**src/rtl/round_control_if.sv**
```systemverilog
// Bundle of per-frame game signals between the timing/death logic and round control.
// The master drives sync and hit levels; the slave returns round status.
interface round_control_if;
    logic       vsync_in;
    logic       dead_L;
    logic       dead_R;
    logic       pos_reset;
    logic       freeze;
    logic [2:0] score_L;
    logic [2:0] score_R;
    logic [1:0] winner;
    logic [1:0] state_out;

    modport master (
        output vsync_in, dead_L, dead_R,
        input  pos_reset, freeze, score_L, score_R, winner, state_out
    );

    modport slave (
        input  vsync_in, dead_L, dead_R,
        output pos_reset, freeze, score_L, score_R, winner, state_out
    );
endinterface

```
**src/rtl/round_control.sv**
```systemverilog
// Match sequencer: scores kills, freezes play for a number of frames after each kill,
// pulses a position reset on respawn and latches the winner when the match ends.
module round_control #(
    parameter int RESPAWN_FRAMES = 60,
    parameter int WIN_SCORE      = 5
) (
    input  logic            clk,
    input  logic            reset,
    round_control_if.slave  bus
);

    typedef enum logic [1:0] {
        FIGHT     = 2'b00,
        DEAD_WAIT = 2'b01,
        RESPAWN   = 2'b10,
        GAME_OVER = 2'b11
    } state_t;

    typedef struct packed {
        logic       pos_reset;
        logic       freeze;
        logic [2:0] score_L;
        logic [2:0] score_R;
        logic [1:0] winner;
    } status_t;

    localparam logic [7:0] CNT_LAST = 8'(RESPAWN_FRAMES - 1);
    localparam logic [2:0] WIN      = 3'(WIN_SCORE);

    state_t     state_q, state_d;
    status_t    stat_q, stat_d;
    logic [7:0] cnt_q, cnt_d;
    logic       vsync_q;
    logic       tick;

    assign tick = bus.vsync_in & ~vsync_q;

    always_ff @(posedge clk or posedge reset) begin
        if (reset) begin
            state_q <= FIGHT;
            stat_q  <= '0;
            cnt_q   <= '0;
            vsync_q <= 1'b0;
        end else begin
            state_q <= state_d;
            stat_q  <= stat_d;
            cnt_q   <= cnt_d;
            vsync_q <= bus.vsync_in;
        end
    end

    always_comb begin
        state_d = state_q;
        stat_d  = stat_q;
        cnt_d   = cnt_q;

        case (state_q)
            FIGHT: begin
                if (bus.dead_L || bus.dead_R) begin
                    state_d = DEAD_WAIT;
                    cnt_d   = '0;
                    // A double KO enters the freeze but credits nobody.
                    if (bus.dead_L && !bus.dead_R && stat_q.score_R < WIN)
                        stat_d.score_R = stat_q.score_R + 3'd1;
                    if (bus.dead_R && !bus.dead_L && stat_q.score_L < WIN)
                        stat_d.score_L = stat_q.score_L + 3'd1;
                end
            end
            DEAD_WAIT: begin
                if (tick) begin
                    if (cnt_q == CNT_LAST) state_d = RESPAWN;
                    else                   cnt_d   = cnt_q + 8'd1;
                end
            end
            RESPAWN: begin
                if (stat_q.score_L == WIN || stat_q.score_R == WIN) begin
                    state_d       = GAME_OVER;
                    stat_d.winner = (stat_q.score_L == WIN) ? 2'b01 : 2'b10;
                end else begin
                    state_d = FIGHT;
                end
            end
            default: state_d = GAME_OVER;
        endcase

        // Flags are registered from the next state so they line up with state_out.
        stat_d.freeze    = (state_d != FIGHT);
        stat_d.pos_reset = (state_d == RESPAWN);
    end

    assign bus.pos_reset = stat_q.pos_reset;
    assign bus.freeze    = stat_q.freeze;
    assign bus.score_L   = stat_q.score_L;
    assign bus.score_R   = stat_q.score_R;
    assign bus.winner    = stat_q.winner;
    assign bus.state_out = state_q;

endmodule
```
**src/flat_wrapper.sv**
```systemverilog
// flat-port wrapper written by rule: the top's interface ports become plain ports
module round_control_flat 
#(
    parameter int RESPAWN_FRAMES = 60,
    parameter int WIN_SCORE      = 5
)
  (clk, reset, bus_vsync_in, bus_dead_L, bus_dead_R, bus_pos_reset, bus_freeze, bus_score_L, bus_score_R, bus_winner, bus_state_out);
  round_control_if bus_i ();
  input  logic clk;
  input  logic reset;
  input wire logic [$bits(bus_i.vsync_in)-1:0] bus_vsync_in;
  input wire logic [$bits(bus_i.dead_L)-1:0] bus_dead_L;
  input wire logic [$bits(bus_i.dead_R)-1:0] bus_dead_R;
  output wire logic [$bits(bus_i.pos_reset)-1:0] bus_pos_reset;
  output wire logic [$bits(bus_i.freeze)-1:0] bus_freeze;
  output wire logic [$bits(bus_i.score_L)-1:0] bus_score_L;
  output wire logic [$bits(bus_i.score_R)-1:0] bus_score_R;
  output wire logic [$bits(bus_i.winner)-1:0] bus_winner;
  output wire logic [$bits(bus_i.state_out)-1:0] bus_state_out;
  assign bus_i.vsync_in = bus_vsync_in;
  assign bus_i.dead_L = bus_dead_L;
  assign bus_i.dead_R = bus_dead_R;
  assign bus_pos_reset = bus_i.pos_reset;
  assign bus_freeze = bus_i.freeze;
  assign bus_score_L = bus_i.score_L;
  assign bus_score_R = bus_i.score_R;
  assign bus_winner = bus_i.winner;
  assign bus_state_out = bus_i.state_out;
  round_control #(.RESPAWN_FRAMES(RESPAWN_FRAMES), .WIN_SCORE(WIN_SCORE)) u_core (.clk(clk), .reset(reset), .bus(bus_i));
endmodule
```
**config.mk**
```make
export PLATFORM = sky130hd
export DESIGN_NAME = round_control_flat
export DESIGN_NICKNAME = d
export VERILOG_FILES = /design/src/rtl/round_control_if.sv /design/src/rtl/round_control.sv /design/src/flat_wrapper.sv
export SDC_FILE = /design/constraint.sdc
export NUM_CORES = 1
export LEC_CHECK = 0
export CAP_MARGIN = 25
export CORE_MARGIN = 3
export CORE_UTILIZATION = 30
export CTS_CLUSTER_DIAMETER = 40
export DETAILED_ROUTE_END_ITERATION = 8
export SLEW_MARGIN = 15
export SYNTH_ARGS = -nofsm -noshare
export SYNTH_HDL_FRONTEND = slang
export SYNTH_SLANG_ARGS = --single-unit
```
**constraint.sdc**
```tcl
create_clock -name clk -period 1.6 [get_ports clk]
set_input_delay 0.16 -clock clk [delete_from_list [all_inputs] [get_ports clk]]
set_output_delay 0.16 -clock clk [all_outputs]
set_load 0.005 [all_outputs]
```
* Yosys cells after proc, flatten, opt, wreduce, memory -nomap -nowiden *
Index checks and enable logic that the tools add are counted.

word-level totals
  word-level logic and storage cells = 49
  bits in registers = 21
  input port bits = 5

cells by class
  reduce and logical (&&, ||, !) cells = 15
  $add $sub $neg = 3
  mux-type cells = 10
  order comparisons = 2
  bitwise operators = 2
  equality and inequality tests = 9

operators with widths
  kind                   number
  $mux W8                3
  $pmux W8 S2            1
  $mux W2                5
  $add A8 B1 Y8 const B  1
  $eq A8 B6 Y1 const B   1
  $add A3 B1 Y3 const B  2
  $eq A3 B3 Y1 const B   2
  $lt A3 B3 Y1 const B   2
  $pmux W2 S3            1
  $reduce_and A3 Y1      2
  $eq A2 B2 Y1 const B   2
  $logic_and A1 B1 Y1    4
  $ne A2 B1 Y1 const B   2
  $reduce_and A4 Y1      1
  $reduce_bool A2 Y1     2
  $eq A2 B1 Y1 const B   1
  $logic_not A1 Y1       2
  $logic_not A2 Y1       1
  $logic_or A1 B1 Y1     2
  $ne A2 B2 Y1 const B   1
  $reduce_and A2 Y1      1
  $and A1 B1 Y1          1
  $not A1 Y1             1

* Depth between registers and ports, before layout *
Gate-level depths: netlist of the first run.

  depth after elaboration = 5
  gate-level depth with buffers = 5

* Worst setup path before layout of the first run *
OpenSTA, ideal clock, no wires.

  kind = reg2reg
  start = register u_core.state_q[0] (netlist: u_core.bus.state_out[0])
  end = register u_core.cnt_q[2]
  stages on the path, launching flop included = 6
  clock period less this slack = 1471 ps
  slack = 129 ps
  setup time = 77 ps
  data arrival time = 1393 ps
  path through = dfrtp_1 -> buf_6 -> nand3b_2 -> a21o_1 -> or4_1 -> a21oi_1

between the ends
  cells in the longest elaborated chain, start to end = 3
  elaborated cells on any way between the ends = 8

ends and longest elaborated chain
  item                                              line                 RTL
  start: declaration                                round_control.sv:30  state_t state_q, state_d;
  start signal: assignment                          round_control.sv:45  state_q <= state_d;
  $eq A2 B1 Y1 or $logic_not A2 Y1 (tied branches)  round_control.sv:57  case (state_q)
  $ne A2 B1 Y1 (no line) (tied with other cells)    --
  $reduce_and A4 Y1 (no line)                       --
  end signal: assignment                            round_control.sv:47  cnt_q <= cnt_d;
  end: declaration                                  round_control.sv:32  logic [7:0] cnt_q, cnt_d;

Several ways; a longest one is shown, not always the timed one.
A chain may end at the register's enable or synchronous reset.

* Worst setup path after layout of the first run *
  start = register u_core.cnt_q[0]
  end = register u_core.cnt_q[0]

between the ends
  cells in the longest elaborated chain, start to end = 4
  elaborated cells on any way between the ends = 7

ends and longest elaborated chain
  item           line                 RTL
  $add A8 B1 Y8  round_control.sv:72  else cnt_d = cnt_q + 8'd1;
  $mux W8        round_control.sv:71  if (cnt_q == CNT_LAST) state_d = RESPAWN;
  $mux W8        round_control.sv:70  if (tick) begin
  $pmux W8 S2    round_control.sv:57

Several ways; a longest one is shown, not always the timed one. The select of a mux whose other input is x is not followed.

==> results.tsv, run 1 <==
stage	metric	value	unit
outcome	outcome	complete, no violations	
final_layout	regArea	525.5	um^2
final_layout	areaGrowthSynthToFinish	31.32	%
route	wl_met2	1054	um
setup_path	crit_buf_inv	0	
setup_path	cpPeakStageDelay	0.42	ns
route	wl_per_cell	12.57	um
setup_path	cp_data_required_time	1.79	ns
power_and_ir_drop	irDropWorstVdd	332.3	uV
die	initial_core_util	31.92	%
synthesis	syn_inst	107	
power_and_ir_drop	p_per_area	654.7	nW/um^2
global_route	globalRouteTotalUtil	12.71	%
synthesis	yosysSeqAreaShare	47.84	%
synthesis	synth_top_cell_area_share	47.84	%
synthesis	synth_seq_cells	21	
clocking	clk_pin_slew	0.08	ns
timing	slew_headroom	80.99	%
global_route	grt_pass1_vias	963	
clocking	ctsResizeCount	0	
synthesis	syn_nets	117	
setup_path	cp-start-kind	flop	
synthesis	synth_flop_cell	dfrtp_1	
placement	gp_congestion	0.7594	
timing	fin_hold_ws	0.2218	ns
clocking	cts_hold_buf	0	
timing	setup_ws	0.07037	ns
clocking	numCtsBuffers	3	
die	die_w	66.52	um
setup_path	critPathSlowestCell	dfrtp_1	
global_route	grt_max_degree	22	
setup_path	end_kind	flop	
die	core_area	3442	um^2
setup_path	worstPathMaxFanout	5	
setup_path	rrSetupSlack	0.07	ns
power_and_ir_drop	leakagePower	0.6226	nW
route	routedLengthMet1	1137	um
final_layout	fin_cells	184	
final_layout	drive_above_1_share	14.49	%
clocking	htree_levels	1	
clocking	cts_tree	built	
clocking	insertion_delay	0.26	ns
route	num_vias	914	
setup_path	r2r-start	u_core.cnt_q[0]	
synthesis	async_flop_share	100.0	%
route	drc_errors	0	
route	top_layer	met4	
global_route	antenna_found_initial	0	
synthesis	yosys.area.top_type	dfrtp_1	
placement	dpl_worst_slack	-0.08893	ns
setup_path	cp_data_arrival_time	1.72	ns
route	drt_wl_total	2312	um
job	maxCapViolCount	0	
final_layout	diodes	0	
synthesis	synth.area.top_cells	dfrtp_1, ha_1, a21oi_1	
synthesis	yosysMostFrequentCell	dfrtp_1	
clocking	clkSinkCount	21	
die	dieArea	4424	um^2
timing	tightest_slew	0.2826	ns
die	num_rows	21	
timing	clock-skew-final	0.001638	ns
clocking	cts_root_buf	clkbuf_8	
final_layout	multiInputGateArea	526.8	um^2
placement	dp_cells	180	
die	die_h	66.52	um
clocking	cts_buffer_depth	2	
timing	min_period	1.530	ns
placement	port_buffers	16	
synthesis	yosysWarnings	0	
route	ant_nets	0	
placement	dp_hpwl	1725	um
final_layout	fin_nets	149	
setup_path	crit_chain	ha_1, and4b_1, or4_1, o2bb2ai_1	
synthesis	ys_types	37	
min_path	hold_class	in2async	
timing	fin_crit_sh	95.60	%
setup_path	r2r_cells	4	
setup_path	timing.rr.end	u_core.cnt_q[0]	
synthesis	avgSynthCellArea	10.27	um^2
synthesis	yosys-top-cells-count	dfrtp_1, a21oi_1, inv_1, nand3_1, nand2_1	
timing	max_freq	653.8	MHz
final_layout	n_fill_cell	333	
die	ioPinCount	17	
setup_path	crit_type	reg2reg	
synthesis	netlist_area	1099	um^2
route	avgViaCountPerCell	4.967	
synthesis	synth-edff-count	0	
timing	rsz0062_at_grt	no	
global_route	grt_first_pass_wirelength	4291	um
timing	setup_viol	0	
clocking	cts_setup_buffers	0	
route	drt-initial-drc-count	26	
setup_path	critPathTopFamily	simple AND/OR/NAND/NOR gates	
route	firstDrtPassIters	4	
route	wl_met3	73	um
timing	hold_violations	0	
timing	maxSlewViolCount	0	
global_route	grt_overflow	0	
[worst register-to-register path, stage by stage, from the launching register on]
cell,delay [ns]
dfrtp_1,0.42
ha_1,0.27
and4b_1,0.21
or4_1,0.41
o2bb2ai_1,0.15
[registers in the layout (all words and copies together), names as in the netlist]
name	count
u_core.bus.freeze	1
u_core.bus.pos_reset	1
u_core.bus.score_L	3
u_core.bus.score_R	3
u_core.bus.state_out	2
u_core.bus.winner	2
u_core.cnt_q	8
u_core.vsync_q	1
[worst max path at each step]
stage	endpoint	from	cells past startpoint
global route	u_core.cnt_q[2]	u_core.vsync_q	4
floorplan	u_core.cnt_q[2]	u_core.bus.state_out[0]	5
finish	u_core.cnt_q[0]	u_core.cnt_q[0]	4
detailed placement	u_core.cnt_q[5]	bus_vsync_in	7
global placement	u_core.cnt_q[2]	bus_vsync_in	5
CTS	bus_state_out[0]	u_core.bus.state_out[0]	2
[final cells by class]
cell class,instances,area share [%]
clock buffers,4,3.122
well taps,46,3.990
repair buffers,29,17.87
inverters,8,2.082
flip-flops and latches,21,36.43
multi-input cells,76,36.51
[logic make-up after synthesis]
kind of cell | count (synthesis) | synth area share, %
flops | 21 | 47.84
mux | 3 | 2.847
fa+ha+maj | 5 | 5.695
buf+inv | 10 | 4.214
xor+xnor | 1 | 0.7974
simple gates | 36 | 20.39
compound gates | 31 | 18.22
[per-layer routing]
layer	up-vias	track usage, %
met5	-	0
met4	0	6.091
met3	5	2.192
met2	20	20.57
met1	430	16.32
li1	459	-
[power by group]
group	internal [mW]	switching [mW]	total (mW)
combinational	0.0249	0.0216	0.0465
clock	0.178	0.174	0.352
sequential	0.538	0.00802	0.546
[layout by cell type, fill, tap and decap left out, types with 4 or more instances in the layout]
cell type	netlist	layout
ha_1	5	5
dfrtp_1	21	21
a21o_1	4	4
buf_4	0	13
inv_1	8	8
a21oi_1	10	10
clkdlybuf4s50_1	0	16
nand3_1	8	8
nand2_1	6	6
a31oi_1	4	4
[metrics by stage]
step	total power, mW	util, %	instance area (um^2)	setup TNS, ns
global placement	0.6033	40.60	1398	-0.2158
finish	0.9445	41.91	1443	0
CTS	0.9565	41.91	1443	0
floorplan	0.5744	-	1099	0
global route	0.9932	41.91	1443	0
detailed placement	0.6044	40.60	1398	-0.3091
Note: power is estimated with default switching activity, not from simulation.
==> inputs of run 2 (changes only) <==
Settings changed: SLEW_MARGIN 15 to 20.
==> results of run 2 <==
The final DEF is identical to that of run 1; final timing and power are the same.
